===== src/rtl/uart_cfg.sv =====
// Parameterised UART: AXI-stream style TX/RX with configurable data width, parity and stop bits.
// Bit period is prescale*8 clk cycles; each channel latches prescale at frame start.
module uart_cfg #(
  parameter int DATA_WIDTH     = 8,
  parameter int PARITY         = 0,
  parameter int STOP_BITS      = 1,
  parameter int PRESCALE_WIDTH = 16
) (
  input  logic                      clk,
  input  logic                      rst,
  input  logic [DATA_WIDTH-1:0]     input_axis_tdata,
  input  logic                      input_axis_tvalid,
  output logic                      input_axis_tready,
  output logic [DATA_WIDTH-1:0]     output_axis_tdata,
  output logic                      output_axis_tvalid,
  input  logic                      output_axis_tready,
  input  logic                      rxd,
  output logic                      txd,
  output logic                      tx_busy,
  output logic                      rx_busy,
  output logic                      rx_overrun_error,
  output logic                      rx_frame_error,
  output logic                      rx_parity_error,
  input  logic [PRESCALE_WIDTH-1:0] prescale
);

  localparam int CW = PRESCALE_WIDTH + 3;

  typedef enum logic [2:0] {ST_IDLE, ST_START, ST_DATA, ST_PARITY, ST_STOP} state_t;

  logic [PRESCALE_WIDTH-1:0] presc_eff;
  assign presc_eff = (prescale == '0) ? PRESCALE_WIDTH'(1) : prescale;

  function automatic logic [CW-1:0] full_cnt(input logic [PRESCALE_WIDTH-1:0] p);
    return {p, 3'b000} - CW'(1);
  endfunction

  function automatic logic [CW-1:0] half_cnt(input logic [PRESCALE_WIDTH-1:0] p);
    return {1'b0, p, 2'b00} - CW'(1);
  endfunction

  function automatic logic par_bit(input logic [DATA_WIDTH-1:0] d);
    return (PARITY == 1) ? ~(^d) : ^d;
  endfunction

  // ---------------- transmitter ----------------
  state_t                    tx_state, tx_state_n;
  logic [CW-1:0]             tx_cnt, tx_cnt_n;
  logic [3:0]                tx_bit, tx_bit_n;
  logic [DATA_WIDTH-1:0]     tx_shift, tx_shift_n;
  logic                      tx_par, tx_par_n;
  logic [PRESCALE_WIDTH-1:0] tx_presc, tx_presc_n;
  logic                      txd_q, txd_n;
  logic                      tx_rdy, tx_rdy_n;
  logic                      tx_busy_q, tx_busy_n;

  always_ff @(posedge clk) begin
    if (rst) begin
      tx_state  <= ST_IDLE;
      tx_cnt    <= '0;
      tx_bit    <= '0;
      tx_shift  <= '0;
      tx_par    <= 1'b0;
      tx_presc  <= '0;
      txd_q     <= 1'b1;
      tx_rdy    <= 1'b0;
      tx_busy_q <= 1'b0;
    end else begin
      tx_state  <= tx_state_n;
      tx_cnt    <= tx_cnt_n;
      tx_bit    <= tx_bit_n;
      tx_shift  <= tx_shift_n;
      tx_par    <= tx_par_n;
      tx_presc  <= tx_presc_n;
      txd_q     <= txd_n;
      tx_rdy    <= tx_rdy_n;
      tx_busy_q <= tx_busy_n;
    end
  end

  // Outputs are computed one cycle ahead so txd/tready/busy come straight from flops.
  always_comb begin
    tx_state_n = tx_state;
    tx_cnt_n   = tx_cnt;
    tx_bit_n   = tx_bit;
    tx_shift_n = tx_shift;
    tx_par_n   = tx_par;
    tx_presc_n = tx_presc;
    txd_n      = txd_q;
    tx_rdy_n   = tx_rdy;
    tx_busy_n  = tx_busy_q;
    unique case (tx_state)
      ST_IDLE: begin
        tx_rdy_n  = 1'b1;
        tx_busy_n = 1'b0;
        txd_n     = 1'b1;
        if (input_axis_tvalid && tx_rdy) begin
          tx_state_n = ST_START;
          tx_presc_n = presc_eff;
          tx_cnt_n   = full_cnt(presc_eff);
          tx_shift_n = input_axis_tdata;
          tx_par_n   = par_bit(input_axis_tdata);
          txd_n      = 1'b0;
          tx_rdy_n   = 1'b0;
          tx_busy_n  = 1'b1;
        end
      end
      ST_START: begin
        if (tx_cnt != '0) begin
          tx_cnt_n = tx_cnt - CW'(1);
        end else begin
          tx_state_n = ST_DATA;
          tx_cnt_n   = full_cnt(tx_presc);
          tx_bit_n   = '0;
          txd_n      = tx_shift[0];
          tx_shift_n = tx_shift >> 1;
        end
      end
      ST_DATA: begin
        if (tx_cnt != '0) begin
          tx_cnt_n = tx_cnt - CW'(1);
        end else begin
          tx_cnt_n = full_cnt(tx_presc);
          if (tx_bit == 4'(DATA_WIDTH - 1)) begin
            tx_bit_n = '0;
            if (PARITY != 0) begin
              tx_state_n = ST_PARITY;
              txd_n      = tx_par;
            end else begin
              tx_state_n = ST_STOP;
              txd_n      = 1'b1;
            end
          end else begin
            tx_bit_n   = tx_bit + 4'd1;
            txd_n      = tx_shift[0];
            tx_shift_n = tx_shift >> 1;
          end
        end
      end
      ST_PARITY: begin
        if (tx_cnt != '0) begin
          tx_cnt_n = tx_cnt - CW'(1);
        end else begin
          tx_state_n = ST_STOP;
          tx_cnt_n   = full_cnt(tx_presc);
          tx_bit_n   = '0;
          txd_n      = 1'b1;
        end
      end
      ST_STOP: begin
        if (tx_cnt != '0) begin
          tx_cnt_n = tx_cnt - CW'(1);
        end else if (tx_bit == 4'(STOP_BITS - 1)) begin
          tx_state_n = ST_IDLE;
          tx_rdy_n   = 1'b1;
          tx_busy_n  = 1'b0;
          txd_n      = 1'b1;
        end else begin
          tx_bit_n = tx_bit + 4'd1;
          tx_cnt_n = full_cnt(tx_presc);
        end
      end
      default: tx_state_n = ST_IDLE;
    endcase
  end

  assign txd               = txd_q;
  assign input_axis_tready = tx_rdy;
  assign tx_busy           = tx_busy_q;

  // ---------------- receiver ----------------
  logic                      sync1, sync2, rxs_d;
  state_t                    rx_state, rx_state_n;
  logic [CW-1:0]             rx_cnt, rx_cnt_n;
  logic [3:0]                rx_bit, rx_bit_n;
  logic [DATA_WIDTH-1:0]     rx_shift, rx_shift_n;
  logic                      rx_par, rx_par_n;
  logic [PRESCALE_WIDTH-1:0] rx_presc, rx_presc_n;
  logic                      rx_busy_q, rx_busy_n;
  logic [DATA_WIDTH-1:0]     out_data, out_data_n;
  logic                      out_valid, out_valid_n;
  logic                      ovr_q, ovr_n, fe_q, fe_n, pe_q, pe_n;

  always_ff @(posedge clk) begin
    if (rst) begin
      sync1     <= 1'b1;
      sync2     <= 1'b1;
      rxs_d     <= 1'b1;
      rx_state  <= ST_IDLE;
      rx_cnt    <= '0;
      rx_bit    <= '0;
      rx_shift  <= '0;
      rx_par    <= 1'b0;
      rx_presc  <= '0;
      rx_busy_q <= 1'b0;
      out_data  <= '0;
      out_valid <= 1'b0;
      ovr_q     <= 1'b0;
      fe_q      <= 1'b0;
      pe_q      <= 1'b0;
    end else begin
      sync1     <= rxd;
      sync2     <= sync1;
      rxs_d     <= sync2;
      rx_state  <= rx_state_n;
      rx_cnt    <= rx_cnt_n;
      rx_bit    <= rx_bit_n;
      rx_shift  <= rx_shift_n;
      rx_par    <= rx_par_n;
      rx_presc  <= rx_presc_n;
      rx_busy_q <= rx_busy_n;
      out_data  <= out_data_n;
      out_valid <= out_valid_n;
      ovr_q     <= ovr_n;
      fe_q      <= fe_n;
      pe_q      <= pe_n;
    end
  end

  always_comb begin
    rx_state_n  = rx_state;
    rx_cnt_n    = rx_cnt;
    rx_bit_n    = rx_bit;
    rx_shift_n  = rx_shift;
    rx_par_n    = rx_par;
    rx_presc_n  = rx_presc;
    rx_busy_n   = rx_busy_q;
    out_data_n  = out_data;
    out_valid_n = out_valid && !output_axis_tready;
    ovr_n       = 1'b0;
    fe_n        = 1'b0;
    pe_n        = 1'b0;
    unique case (rx_state)
      ST_IDLE: begin
        if (rxs_d && !sync2) begin
          rx_state_n = ST_START;
          rx_presc_n = presc_eff;
          rx_cnt_n   = half_cnt(presc_eff);
          rx_busy_n  = 1'b1;
        end
      end
      ST_START: begin
        if (rx_cnt != '0) begin
          rx_cnt_n = rx_cnt - CW'(1);
        end else if (sync2) begin
          rx_state_n = ST_IDLE;
          rx_busy_n  = 1'b0;
        end else begin
          rx_state_n = ST_DATA;
          rx_cnt_n   = full_cnt(rx_presc);
          rx_bit_n   = '0;
        end
      end
      ST_DATA: begin
        if (rx_cnt != '0) begin
          rx_cnt_n = rx_cnt - CW'(1);
        end else begin
          rx_cnt_n   = full_cnt(rx_presc);
          rx_shift_n = {sync2, rx_shift[DATA_WIDTH-1:1]};
          if (rx_bit == 4'(DATA_WIDTH - 1)) begin
            rx_bit_n = '0;
            if (PARITY != 0) rx_state_n = ST_PARITY;
            else             rx_state_n = ST_STOP;
          end else begin
            rx_bit_n = rx_bit + 4'd1;
          end
        end
      end
      ST_PARITY: begin
        if (rx_cnt != '0) begin
          rx_cnt_n = rx_cnt - CW'(1);
        end else begin
          rx_par_n   = sync2;
          rx_state_n = ST_STOP;
          rx_cnt_n   = full_cnt(rx_presc);
        end
      end
      ST_STOP: begin
        if (rx_cnt != '0) begin
          rx_cnt_n = rx_cnt - CW'(1);
        end else begin
          // Only the first stop bit is checked; extra stop bits are idle time.
          rx_state_n = ST_IDLE;
          rx_busy_n  = 1'b0;
          if (!sync2) begin
            fe_n = 1'b1;
          end else if (PARITY != 0 && rx_par != par_bit(rx_shift)) begin
            pe_n = 1'b1;
          end else begin
            out_data_n  = rx_shift;
            out_valid_n = 1'b1;
            ovr_n       = out_valid && !output_axis_tready;
          end
        end
      end
      default: rx_state_n = ST_IDLE;
    endcase
  end

  assign output_axis_tdata  = out_data;
  assign output_axis_tvalid = out_valid;
  assign rx_busy            = rx_busy_q;
  assign rx_overrun_error   = ovr_q;
  assign rx_frame_error     = fe_q;
  assign rx_parity_error    = pe_q;

endmodule


===== config.mk =====
export PLATFORM = sky130hd
export DESIGN_NAME = uart_cfg
export DESIGN_NICKNAME = d
export VERILOG_FILES = /design/src/rtl/uart_cfg.sv
export SDC_FILE = /design/constraint.sdc
export NUM_CORES = 1
export LEC_CHECK = 0
export ABC_AREA = 1
export CORE_ASPECT_RATIO = 0.7
export CORE_MARGIN = 3
export CORE_UTILIZATION = 45
export DETAILED_ROUTE_END_ITERATION = 8
export PLACE_DENSITY = 0.72
export SLEW_MARGIN = 20
export SYNTH_ARGS = -nofsm -noshare
export SYNTH_HDL_FRONTEND = slang
export SYNTH_SLANG_ARGS = --single-unit

===== constraint.sdc =====
create_clock -name clk -period 7.4 [get_ports clk]
set_input_delay 1.85 -clock clk [delete_from_list [all_inputs] [get_ports clk]]
set_output_delay 1.85 -clock clk [all_outputs]
set_load 0.01 [all_outputs]

==> qor.csv, run 1 <==
metric,value,unit
gr-total-overflow,0,
worst_pin_slew,0.810,ns
final.setup.tns,0,ns
clk_latency,0.42,ns
drtIter0Drc,781,
dr.pass1.iters,5,
htreeDepth,4,
swShare,47.6,%
routed_wl,21300,um
cts_made_buffers,17,
rows,38,
nets,1184,
final_cell_mix,"nand2_1, nor2_1, dfxtp_1",
max_freq,231,MHz
syn2layout_area_growth,15.3,%
path_cells,clkdlybuf4s50_1 -> inv_2 -> nand2_1 -> nor2_1 -> nand3_1 -> nand2_1 -> inv_1 -> ha_1 -> nand3_1 -> nor2_1 -> inv_1 -> nor2_2 -> xor2_1 -> o21ai_0 -> nor2_1 -> nor2_1,
finalClockSkew,0.00723,ns
relSlewSlack,45.4,%
layout-drive-gt1-share,9.24,%
ctsResizeCount,0,
synth-simple-area-share,34.9,%
rsz0062_at_grt,false,
io_pins,45,
synth_xor_area_share,6.17,%
synth_nets,1152,
grt_pass1_vias,6623,
slowest_delay,0.56,ns
coreArea,0.0156,mm2
leakage,3.72,nW
wire_per_inst,15.6,um
p_switching,1.82,mW
synth_compound_area_share,16.8,%
power_density,457,mW/mm2
grt_use_total,24.7,%
antenna_found_initial,0,
start_util,46.3,%
critPathBufInv,4,
yosys_warnings,0,
critPathTopFamily,simple AND/OR/NAND/NOR gates,
internal_power,2.00,mW
power_frac_comb,52.2,%
worst_hold_slack,0.415,ns
dp_hpwl,15400,um
grt_pass1_wl,34500,um
min_period_over_period,58.5,%
cts.clk_slew.worst_paths,0.06,ns
remaining_drc_errors,0,
syn_area_per_cell,6.49,um2
die_h,112,um
drv_slew,0,
yosys.cell_types.count,47,
p_clk_share,21.6,%
crit_top_cell,nor2_1,
cts_root_buffer,clkbuf_16,
die_width,158,um
synthMuxAreaShare,0,%
ys_ff_latch,118,
synth_top_family_by_area,simple AND/OR/NAND/NOR gates,
crit_required,7.72,ns
cp-start-kind,input port,
synth_top_area_share,32.6,%
ant_nets,0,
synth_top_cell_by_area,dfxtp_1,
ir_worst_vdd,207,uV
clock_sinks,118,
slowest_stage,clkdlybuf4s50_1,
period_needed,4.33,ns
post_drt_via_cell_ratio,5.46,
finalHoldViolations,0,
status,"complete, no violations",
fp.dieArea,0.0177,mm2
synth_cells,1115,
synth_fa_ha_area_share,1.38,%
gp_congestion,0.978,
worstSetupPathType,input port to flip-flop,
layout_commonest_cell,nand2_1,
synth_area,0.00724,mm2
port_buffers,43,
vias,7413,
setup_viol,0,
cts-hold-fix-buffers,0,
synth_area_leaders,"dfxtp_1, nand2_1, nor2_1, a21oi_1, nand3_1",
seq_area_frac_synth,32.6,%
worstHoldPathType,flip-flop to flip-flop,
grt_max_degree,49,
cts_tree,yes,
critPathCaptureType,flip-flop,
post_cts_buffers,0,
num_antenna_cells,0,
crit_fanout,7,
cp.arrival,4.65,ns
pwr-share-seq,26.2,%
clockBufferDepth,2,
maxCapViolations,0,
==> worst paths after layout <==
path,to,depth (start not counted),startpoint,slack [ns]
max,tx_cnt[13]$_SDFFE_PP0P_,16,prescale[4],3.07
min reg2reg,sync2$_SDFF_PP1_,1,sync1$_SDFF_PP1_,0.42
max reg2reg,tx_cnt[8]$_SDFFE_PP0P_,11,tx_cnt[0]$_SDFFE_PP0P_,4.80
min,sync2$_SDFF_PP1_,1,sync1$_SDFF_PP1_,0.42
==> registers in the layout, indices dropped and copies added, names as in the netlist <==
name and count:
input_axis_tready 1, output_axis_tdata 8, output_axis_tvalid 1, rx_bit 4, rx_busy 1, rx_cnt 19
rx_frame_error 1, rx_overrun_error 1, rx_presc 16, rx_shift 8, rx_state 3, rxs_d 1
sync1 1, sync2 1, tx_bit 4, tx_busy 1, tx_cnt 19, tx_presc 16
tx_shift 8, tx_state 3, txd 1
==> area by class of cell <==
class                           instances  area [um2]
Sequential cell                       118        2360
Inverter                              107         404
Multi-Input combinational cell        857        4300
Timing Repair Buffer                   46         453
Clock buffer                           22         484
Tap cell                              200         250
Fill cell                            1554        7290
Clock inverter                          8        98.8
==> logic make-up after synthesis <==
kind of cell	after synthesis
AOI/OAI and AO/OA	230
xor gates and xnor gates	51
adders and majority gates	8
buffers and inverters	140
DFF	118
other	1
and+or+nand+nor	567
==> per-stage QoR <==
stage          area, um2  power, mW  cells  utilization (%)  setup slack, ns
2_1_floorplan       7240       2.51   1115                -             3.75
3_3_place_gp        7760       2.92   1328             49.6             2.83
3_5_place_dp        7770       2.93   1328             49.7             2.72
4_1_cts             8350       3.78   1358             53.4             3.17
5_1_grt             8350       4.12   1358             53.4             2.79
6_report            8350       3.81   1358             53.4             3.07
==> power by group through the flow <==
| stage | Clock, mW | Sequential, mW | Combinational, mW |
|---|---|---|---|
| after floorplan | 0 | 0.957 | 1.55 |
| final | 0.824 | 1.00 | 1.99 |
| after detailed placement | 0 | 1.00 | 1.93 |
| after global routing | 0.869 | 1.02 | 2.23 |
| after global placement | 0 | 1.00 | 1.92 |
| after CTS | 0.834 | 0.993 | 1.95 |
==> cell usage after synthesis, drive strengths merged <==
master / number
ha: 8
a211oi: 2
o211ai: 1
buf: 16
a21oi: 92
nand3: 85
clkbuf: 17
conb: 1
nand3b: 3
a31oi: 11
and2: 1
nor2: 200
o22ai: 1
o21ai: 116
xor2: 29
a21boi: 2
a22oi: 1
xnor2: 22
nand2: 239
inv: 107
nor3: 14
a21o: 1
dfxtp: 118
nand4: 13
a41oi: 1
nor4: 2
or2: 10
o311ai: 1
o31ai: 1
==> layer usage <==
layer | global-route usage, % | wire length (um) | vias to the layer above
met5 | 0 | 0 | -
met4 | 7.57 | 383 | 0
met3 | 7.82 | 2490 | 30
met2 | 32.5 | 8150 | 373
met1 | 37.8 | 10200 | 3309
li1 | - | - | 3701
(Power assumes the default switching activity.)
==> run 2: changes to the inputs <==
- PLACE_DENSITY: 0.72 -> 0.75
- clock period: 7.4 -> 3.89 ns (I/O delays scaled with it)
==> run 2 against run 1 <==
Against the previous run:
- wire length is 0.20% higher
- via count is 0.98% higher
- sequential share of layout area is 0.076 points lower
- clock skew is 0.00054 ns higher
- cell count is 0.29% higher
- combinational power is 88% higher
- largest cell class unchanged
==> qor.csv, run 2 (same netlist as run 1, synthesis figures left out) <==
metric,value,unit,change
cp.arrival,3.57,ns,-1.08 ns
cts_root_buffer,clkbuf_16,,
clockBufferDepth,2,,unchanged
final.setup.tns,0,ns,unchanged
drv_slew,0,,unchanged
syn2layout_area_growth,15.6,%,
post_drt_via_cell_ratio,5.50,,+0.69%
hold_depth,1,,unchanged
coreArea,0.0156,mm2,unchanged
dp_hpwl,15500,um,+0.74%
seq_area,0.00236,mm2,unchanged
cts.clk_slew.worst_paths,0.06,ns,about the same
clk_latency,0.42,ns,about the same
period_needed,3.26,ns,
worstHoldPathType,flip-flop to flip-flop,,
die_width,158,um,unchanged
drtIter0Drc,849,,+8.7%
die_h,112,um,unchanged
power_frac_comb,51.9,%,-0.3 points
ant_nets,0,,unchanged
worstReg2RegStart,tx_cnt[0]$_SDFFE_PP0P_,,
gr-total-overflow,0,,unchanged
vias,7486,,+0.98%
post-place-ws,0.322,ns,-2.40 ns
grt_pass1_vias,6728,,+1.6%
finalClockSkew,0.00777,ns,+0.000536 ns
port_buffers,43,,unchanged
place_area,0.00780,mm2,+0.42%
instances_no_fill,1362,,+0.29%
crit_required,4.20,ns,-3.52 ns
status,"complete, no violations",,
grt_max_degree,54,,+10%
min_period_over_period,83.7,%,
post-route-cell-area,0.00837,mm2,+0.27%
grt_use_total,24.3,%,-0.35 points
power_density,861,mW/mm2,+88%
critPathCaptureType,flip-flop,,
rr_worst_depth,11,,unchanged
wire_per_inst,15.6,um,about the same
relSlewSlack,44.8,%,-0.58 points
cts_tree,yes,,
place_inst,1331,,+0.23%
nFillCells,1546,,-0.51%
swShare,47.8,%,+0.14 points
maxCapViolations,0,,unchanged
clock_sinks,118,,unchanged
dr.pass1.iters,8,,+3
leakage,3.73,nW,about the same
crit_fanout,6,,-1
rows,38,,unchanged
remaining_drc_errors,0,,unchanged
max_freq,307,MHz,
p_switching,3.44,mW,+90%
cts-hold-fix-buffers,0,,unchanged
ir_worst_vdd,360,uV,+74%
grt_pass1_wl,34400,um,-0.30%
finalHoldViolations,0,,unchanged
setup_slack,0.633,ns,-2.44 ns
antenna_found_initial,0,,unchanged
post_cts_buffers,0,,unchanged
layout-drive-gt1-share,9.38,%,+0.14 points
cp-start-kind,input port,,
setup_viol,0,,unchanged
min_from,sync1$_SDFF_PP1_,,
io_pins,45,,unchanged
final_cell_mix,"nand2_1, nor2_1, dfxtp_1",,
hold_end,sync2$_SDFF_PP1_,,
nets,1187,,+0.25%
num_antenna_cells,0,,unchanged
r2r_end,tx_cnt[2]$_SDFFE_PP0P_,,
r2r_slack,1.32,ns,-3.48 ns
internal_power,3.77,mW,+88%
rsz0062_at_grt,false,,
pwr-share-seq,26.7,%,+0.5 points
reg_top3,"rx_cnt (19), tx_cnt (19)",,
worst_pin_slew,0.827,ns,+0.0163 ns
gp_congestion,0.977,,about the same
ctsResizeCount,0,,unchanged
htreeDepth,4,,unchanged
multi_input_area,0.00430,mm2,about the same
layout_commonest_cell,nand2_1,,
fp.dieArea,0.0177,mm2,unchanged
start_util,46.3,%,unchanged
routed_wl,21300,um,+0.20%
p_clk_share,21.4,%,-0.2 points
cts_made_buffers,17,,unchanged
final_util,53.5,%,+0.14 points
worstSetupPathType,input port to flip-flop,,
run 2: metal layers:
| metal | up-vias | global-route usage (%) | routed length [um] |
|---|---|---|---|
| met5 | - | 0 | 0 |
| met4 | 0 | 6.71 | 323 |
| met3 | 29 | 6.90 | 2290 |
| met2 | 320 | 32.7 | 8330 |
| met1 | 3414 | 37.6 | 10300 |
| li1 | 3723 | - | - |
run 2: power by group through the flow:
stage | clock network (mW) | registers [mW] | logic [mW]
floorplan | 0 | 1.82 | 2.95
global placement | 0 | 1.92 | 3.59
detailed placement | 0 | 1.92 | 3.63
CTS | 1.56 | 1.90 | 3.66
global route | 1.62 | 1.96 | 4.18
finish | 1.54 | 1.92 | 3.74
run 2: worst max path at each step:
| stage | from | to | slack [ns] | cells after the start |
|---|---|---|---|---|
| 2_1_floorplan | prescale[1] | rx_cnt[12]$_SDFFE_PP0P_ | 1.12 | 15 |
| 3_3_place_gp | prescale[4] | tx_cnt[13]$_SDFFE_PP0P_ | 0.35 | 16 |
| 3_5_place_dp | prescale[4] | tx_cnt[13]$_SDFFE_PP0P_ | 0.32 | 16 |
| 4_1_cts | prescale[4] | tx_cnt[13]$_SDFFE_PP0P_ | 0.71 | 16 |
| 5_1_grt | prescale[4] | tx_cnt[13]$_SDFFE_PP0P_ | 0.40 | 16 |
| 6_report | prescale[4] | tx_cnt[13]$_SDFFE_PP0P_ | 0.63 | 16 |
run 2: worst max-delay path, stage by stage:
cell             delay (ns)
clkdlybuf4s50_1        0.60
inv_2                  0.11
nand2_1                0.13
nor2_1                 0.08
nand3_1                0.10
nand2_1                0.07
inv_1                  0.09
ha_1                   0.19
nand3_1                0.14
nor2_1                 0.31
inv_1                  0.09
nor2_2                 0.17
xor2_1                 0.23
o21ai_0                0.11
nor2_1                 0.13
nor2_1                 0.05
run 2: area by class of cell:
type / instances / share of cell area [%]
clock buffers: 20 / 5.33
clock inverters: 11 / 1.51
inverters: 107 / 4.83
multi-input cells: 857 / 51.3
flip-flops and latches: 118 / 28.2
well taps: 200 / 2.99
repair buffers: 49 / 5.83
run 2: stage by stage:
step / total power, mW / hold WS [ns]
6_report: 7.21 / 0.411
5_1_grt: 7.75 / 0.424
4_1_cts: 7.13 / 0.406
3_5_place_dp: 5.55 / 0.392
3_3_place_gp: 5.51 / 0.393
2_1_floorplan: 4.77 / 0.389
